## src/rtl/sequenciador_leds_pkg.sv

```systemverilog
// Shared state codes and default timing for the LED sequence player.
package sequenciador_leds_pkg;

   // 5-bit state codes, also shown on the hex debug display
   localparam logic [4:0] EST_INICIAL = 5'd0;
   localparam logic [4:0] EST_PREPARA = 5'd1;
   localparam logic [4:0] EST_LE_MEM  = 5'd2;
   localparam logic [4:0] EST_ACENDE  = 5'd3;
   localparam logic [4:0] EST_APAGA   = 5'd4;
   localparam logic [4:0] EST_FIM     = 5'd6;

   localparam int unsigned T_ACESO_PADRAO   = 500;
   localparam int unsigned T_APAGADO_PADRAO = 250;

   typedef enum logic [4:0] {
      INICIAL = EST_INICIAL,
      PREPARA = EST_PREPARA,
      LE_MEM  = EST_LE_MEM,
      ACENDE  = EST_ACENDE,
      APAGA   = EST_APAGA,
      FIM     = EST_FIM
   } estado_t;

   // Larger of two cycle counts, used to size the shared timer
   function automatic int unsigned maximo(input int unsigned a, input int unsigned b);
      return (a > b) ? a : b;
   endfunction

endpackage

```

## src/rtl/sequenciador_leds_contador_temporizador.sv

```systemverilog
// Up-counter with synchronous clear that stops at a programmable terminal value.
module contador_temporizador #(
   parameter int unsigned W = 4
) (
   input  logic         clock,
   input  logic         reset,
   input  logic         i_zera,
   input  logic         i_conta,
   input  logic [W-1:0] i_m,
   output logic         o_fim_c
);

   logic [W-1:0] r_valor;

   assign o_fim_c = (r_valor == i_m);

   // Clear has priority; counting saturates at the terminal value
   always_ff @(posedge clock) begin
      if (reset) begin
         r_valor <= '0;
      end else if (i_zera) begin
         r_valor <= '0;
      end else if (i_conta && !o_fim_c) begin
         r_valor <= r_valor + W'(1);
      end
   end

endmodule

```

## src/rtl/sequenciador_leds.sv

```systemverilog
// Plays the stored game sequence on the LEDs, one entry per on/off period.
module sequenciador_leds
   import sequenciador_leds_pkg::*;
#(
   parameter int unsigned T_ACESO   = T_ACESO_PADRAO,
   parameter int unsigned T_APAGADO = T_APAGADO_PADRAO,
   parameter int unsigned W_ADDR    = 4,
   parameter int unsigned W_DADO    = 4
) (
   input  logic              clock,
   input  logic              reset,
   input  logic              iniciar,
   input  logic              cancelar,
   input  logic [W_ADDR-1:0] rodada,
   input  logic [W_DADO-1:0] dado_memoria,
   output logic [W_ADDR-1:0] endereco,
   output logic [W_DADO-1:0] leds,
   output logic              ocupado,
   output logic              pronto,
   output logic [4:0]        db_estado
);

   localparam int unsigned T_MAX = maximo(T_ACESO, T_APAGADO);
   localparam int unsigned W_T   = (T_MAX > 1) ? $clog2(T_MAX) : 1;

   estado_t           r_estado;
   estado_t           w_prox;
   logic [W_ADDR-1:0] r_endereco;
   logic [W_ADDR-1:0] r_rodada;
   logic [W_DADO-1:0] r_leds;
   logic              r_ocupado;
   logic              r_pronto;

   logic              w_zera;
   logic              w_conta;
   logic              w_fim;
   logic [W_T-1:0]    w_m;
   logic              w_end_zera;
   logic              w_end_inc;
   logic              w_leds_carrega;
   logic              w_leds_zera;
   logic              w_rodada_carrega;

   // Terminal count depends on whether the LED is in its on or off phase
   assign w_m = (r_estado == ACENDE) ? W_T'(T_ACESO - 1) : W_T'(T_APAGADO - 1);

   contador_temporizador #(
      .W (W_T)
   ) u_timer (
      .clock   (clock),
      .reset   (reset),
      .i_zera  (w_zera),
      .i_conta (w_conta),
      .i_m     (w_m),
      .o_fim_c (w_fim)
   );

   // State register
   always_ff @(posedge clock) begin
      if (reset) begin
         r_estado <= INICIAL;
      end else begin
         r_estado <= w_prox;
      end
   end

   // Next-state and datapath control
   always_comb begin
      w_prox           = r_estado;
      w_zera           = 1'b0;
      w_conta          = 1'b0;
      w_end_zera       = 1'b0;
      w_end_inc        = 1'b0;
      w_leds_carrega   = 1'b0;
      w_leds_zera      = 1'b0;
      w_rodada_carrega = 1'b0;
      case (r_estado)
         INICIAL: begin
            w_leds_zera = 1'b1;
            if (iniciar && !cancelar) begin
               w_rodada_carrega = 1'b1;
               w_prox           = PREPARA;
            end
         end
         PREPARA: begin
            w_end_zera = 1'b1;
            w_zera     = 1'b1;
            w_prox     = LE_MEM;
         end
         LE_MEM: begin
            w_leds_carrega = 1'b1;
            w_zera         = 1'b1;
            w_prox         = ACENDE;
         end
         ACENDE: begin
            w_conta = 1'b1;
            if (w_fim) begin
               w_leds_zera = 1'b1;
               w_zera      = 1'b1;
               w_prox      = APAGA;
            end
         end
         APAGA: begin
            w_conta = 1'b1;
            if (w_fim) begin
               w_zera = 1'b1;
               if (r_endereco == r_rodada) begin
                  w_prox = FIM;
               end else begin
                  w_end_inc = 1'b1;
                  w_prox    = LE_MEM;
               end
            end
         end
         FIM: begin
            w_prox = INICIAL;
         end
         default: begin
            w_leds_zera = 1'b1;
            w_zera      = 1'b1;
            w_prox      = INICIAL;
         end
      endcase
      // Abort wins over everything except the idle state
      if (cancelar && (r_estado != INICIAL)) begin
         w_prox         = INICIAL;
         w_leds_zera    = 1'b1;
         w_leds_carrega = 1'b0;
         w_zera         = 1'b1;
         w_conta        = 1'b0;
         w_end_zera     = 1'b0;
         w_end_inc      = 1'b0;
      end
   end

   // Address, LED, latched round and Moore status registers
   always_ff @(posedge clock) begin
      if (reset) begin
         r_endereco <= '0;
         r_rodada   <= '0;
         r_leds     <= '0;
         r_ocupado  <= 1'b0;
         r_pronto   <= 1'b0;
      end else begin
         if (w_end_zera) begin
            r_endereco <= '0;
         end else if (w_end_inc) begin
            r_endereco <= r_endereco + W_ADDR'(1);
         end
         if (w_rodada_carrega) begin
            r_rodada <= rodada;
         end
         if (w_leds_carrega) begin
            r_leds <= dado_memoria;
         end else if (w_leds_zera) begin
            r_leds <= '0;
         end
         r_ocupado <= (w_prox == PREPARA) || (w_prox == LE_MEM) ||
                      (w_prox == ACENDE)  || (w_prox == APAGA);
         r_pronto  <= (w_prox == FIM);
      end
   end

   assign endereco  = r_endereco;
   assign leds      = r_leds;
   assign ocupado   = r_ocupado;
   assign pronto    = r_pronto;
   assign db_estado = r_estado;

endmodule

```

## config.mk

```make
export PLATFORM = sky130hd
export DESIGN_NAME = sequenciador_leds
export DESIGN_NICKNAME = d
export VERILOG_FILES = /design/src/rtl/sequenciador_leds_pkg.sv /design/src/rtl/sequenciador_leds_contador_temporizador.sv /design/src/rtl/sequenciador_leds.sv
export SDC_FILE = /design/constraint.sdc
export NUM_CORES = 1
export LEC_CHECK = 0
export ABC_AREA = 1
export ABC_CLOCK_PERIOD_IN_PS = 3600
export BUFFER_PORTS_ARGS = -buffer_cell sky130_fd_sc_hd__buf_2
export CAP_MARGIN = 20
export CORE_ASPECT_RATIO = 0.7
export CORE_MARGIN = 2
export CORE_UTILIZATION = 59
export DETAILED_ROUTE_END_ITERATION = 8
export HOLD_SLACK_MARGIN = 0.15
export MAX_ROUTING_LAYER = met4
export PLACE_DENSITY = 0.84
export SYNTH_ARGS = -nofsm -noshare
export SYNTH_HDL_FRONTEND = slang
export SYNTH_SLANG_ARGS = --single-unit
export TNS_END_PERCENT = 10
```

## constraint.sdc

```tcl
create_clock -name clock -period 3.6 [get_ports clock]
set_input_delay 0.36 -clock clock [delete_from_list [all_inputs] [get_ports clock]]
set_output_delay 0.36 -clock clock [all_outputs]
set_load 0.02 [all_outputs]
```

==> summary.md <==
| Metric | Value |
|---|---|
| Outcome | `completed` |
| Register-to-Register Path Depth | `8` |
| Post-synthesis cell type count | `30` |
| DRC | `0` |
| Worst r2r src | `db_estado[1]` |
| Total grt overflow | `0` |
| Clk_lat worst skew | `0.32 ns` |
| RSZ-0062 raised after global routing | `no` |
| Most used flip-flop cell after synthesis | `dfxtp_1` |
| Critical Path Start | `db_estado[1]` |
| Initial drt markers | `104` |
| Setup Skew | `0.003033 ns` |
| Mean area per synthesized cell | `7.130 um2` |
| Clock-pin slew on the worst setup and hold paths | `0.13 ns` |
| Layout cells sized above 1 | `0.2143` |
| Max clock buf depth | `2` |
| Die area | `2950 um2` |
| TritonCTS Buffers | `3` |
| CTS tree | `yes` |
| Worst path required time | `3.82 ns` |
| Worst Setup Slack, final | `1.804 ns` |
| Post-CTS sizing | `0` |
| Final Instance Area | `1685 um2` |
| Final core occ | `0.6961` |
| Final ANT Viol Nets | `0` |
| Worst path depth | `8` |
| Antenna violations before repair | `0` |
| Core area | `2421 um2` |
| Tmin final | `1.796 ns` |
| Pre-CTS WS | `1.870 ns` |
| Sequential element share of the synthesized area | `0.3762` |
| IO buf count | `26` |
| Max VDD drop | `0.0002569 V` |
| Post-synth ARST share | `0` |
| WHS Path Cells | `3` |
| Setup_tns | `0 ns` |
| Final Setup Violations | `0` |
| H-tree Lvls | `1` |
| Drt total wl | `2.891 mm` |
| Final #Nets | `254` |
| Largest net degree at the start of global routing | `15` |
| DP HPWL | `2.296 mm` |
| Critical path endpoint | `u_timer.r_valor[5]` |
| Achievable clock frequency | `556.8 MHz` |
| Yosys warnings | `0` |
| Hold Crit Class | `in -> reg` |
| Crit path max-delay cell type | `dfxtp_1` |
| Number of synthesized flops with an enable pin | `0` |
| RePlAce Congestion | `0.8462` |
| Area Overhead vs Synth | `13.10%` |
| Initial Utilization | `0.6155` |
| Drt wl/cell | `10.63 um` |
| Global-route wire length before repair | `4.650 mm` |
| Cell area after synthesis | `1490 um2` |
| Root Driver | `clkbuf_4` |
| IO Count | `27` |
| Number of antenna diodes | `0` |
| Via-to-Cell Ratio | `4.974` |
| Width of the die | `64.07 um` |
| Final total power | `473.7 uW` |
| Post-Place Cell Area | `1663 um2` |
| CP cell instances | `nor2_1 > nand4_1 > nand2_2 > nand3_4 > nor2_4 > inv_1 > o21ai_0 > a21oi_1` |
| Reg2reg end | `u_timer.r_valor[5]` |
| Number of buffers and inverters on the critical path | `1` |
| Slowest stage delay, CP | `0.38 ns` |
| Crit-path max FO | `9` |
| Worst R2R Setup Slack | `1.80 ns` |
| Max cap viols | `0` |
| Clk sink count | `28` |
| Crit Path Category | `reg -> reg` |
| Initial DRT Pass Iterations | `4` |
| Die height | `46.05 um` |
| CP delay by family, top | `simple AND/OR/NAND/NOR gates` |
| Flip-flop and latch count after synthesis | `28` |
| Routed vias | `1353` |
| # rows | `15` |
| GRT Resource Usage Total | `0.2141` |
| Pins over their slew limit | `0` |
| Final Cycle Share | `0.4989` |
| Cells after Synth | `209` |
| Leak | `0.0007602 uW` |
| Startpoint types | `register` |
| Post-CTS setup buffers | `0` |
| CP arrival | `2.02 ns` |
| Final hold viol count | `0` |
| Number of global-route vias before repair | `1067` |
| PwrDens | `281.1 nW/um2` |
| Hold_buf cts | `0` |
| CP endpoint kind | `register` |
==> cells in the final DEF (no fill, tap or decap), types with 2 or more instances in the layout <==
master,count
nor2_1,34
clkbuf_4,3
nand2_2,6
buf_2,26
nor3_1,2
nand3_4,3
nand2_1,41
and2_1,2
nand3_1,8
xor2_1,4
nand4_1,6
inv_1,28
a21oi_1,13
o21ai_0,13
nor2_4,4
dfxtp_1,28
conb_1,2
ha_1,2
==> logic make-up (layout without fill, tap and decap cells) <==
| group | after synthesis | count (layout) | share of synthesized area |
|---|---|---|---|
| adder cells (fa/ha/maj) | 2 | 2 | 0.01679 |
| XOR/XNOR | 4 | 4 | 0.02351 |
| AO/OA/AOI/OAI | 32 | 32 | 0.1226 |
| other | 1 | 2 | 0.002516 |
| buffers and inverters | 31 | 59 | 0.07892 |
| flip-flops | 28 | 28 | 0.3762 |
| AND/OR/NAND/NOR | 111 | 111 | 0.3795 |
==> routing by layer <==
layer,track usage,part of all wire
met1,0.3018,0.50
met2,0.3104,0.42
met3,0.05868,0.078
met4,0.03913,0
met5,-,0
==> worst min path at each step <==
stage / startpoint / end / slack, ns
CTS: dado_memoria[2] / leds[2] / 0.26
global route: dado_memoria[0] / leds[0] / 0.25
finish: dado_memoria[2] / leds[2] / 0.27
floorplan: u_timer.r_valor[6] / u_timer.r_valor[6] / 0.44
detailed placement: leds[2] / leds[2] / 0.45
global placement: leds[0] / leds[0] / 0.45
==> sequential cells by signal, indices dropped and copies added, names as in the netlist <==
| signal | cells |
|---|---|
| u_timer.r_valor | 9 |
| db_estado | 5 |
| endereco | 4 |
| leds | 4 |
| r_rodada | 4 |
| ocupado | 1 |
| pronto | 1 |
==> power breakdown <==
part	internal, uW	switching, uW
sequential	313	2.41
clock	39.3	83.6
combinational	13.0	22.5
total	365	109
==> worst min-delay path, stage by stage <==
cell and delay, ns:
buf_2 0.09, nand2_1 0.05, a21oi_1 0.05
==> layout make-up <==
type	instances	area, um2
Multi-Input combinational cell	151	815.8
Fill cell	218	735.7
Sequential cell	28	560.5
Timing Repair Buffer	26	130.1
Inverter	30	113.9
Tap cell	34	42.54
Clock buffer	3	22.52
==> stage by stage <==
stage	std cells	hold WS, ns
after detailed placement	269	0.4536
after floorplan	210	0.4367
final	272	0.2686
after global placement	269	0.4490
after global routing	272	0.2492
after CTS	272	0.2586
==> synthesized netlist by cell type, types with 2 or more instances <==
master	n	share of area
nand3_1	8	0.027
a21oi_1	13	0.044
nand3_4	3	0.035
inv_1	28	0.071
nor2_1	34	0.086
nand4_1	6	0.025
nand2_2	6	0.025
dfxtp_1	28	0.38
nor2_4	4	0.030
xor2_1	4	0.024
ha_1	2	0.017
and2_1	2	0.0084
nand2_1	41	0.10
o21ai_0	13	0.044
nor3_1	2	0.0067
Note: power is estimated with default switching activity, not from simulation.
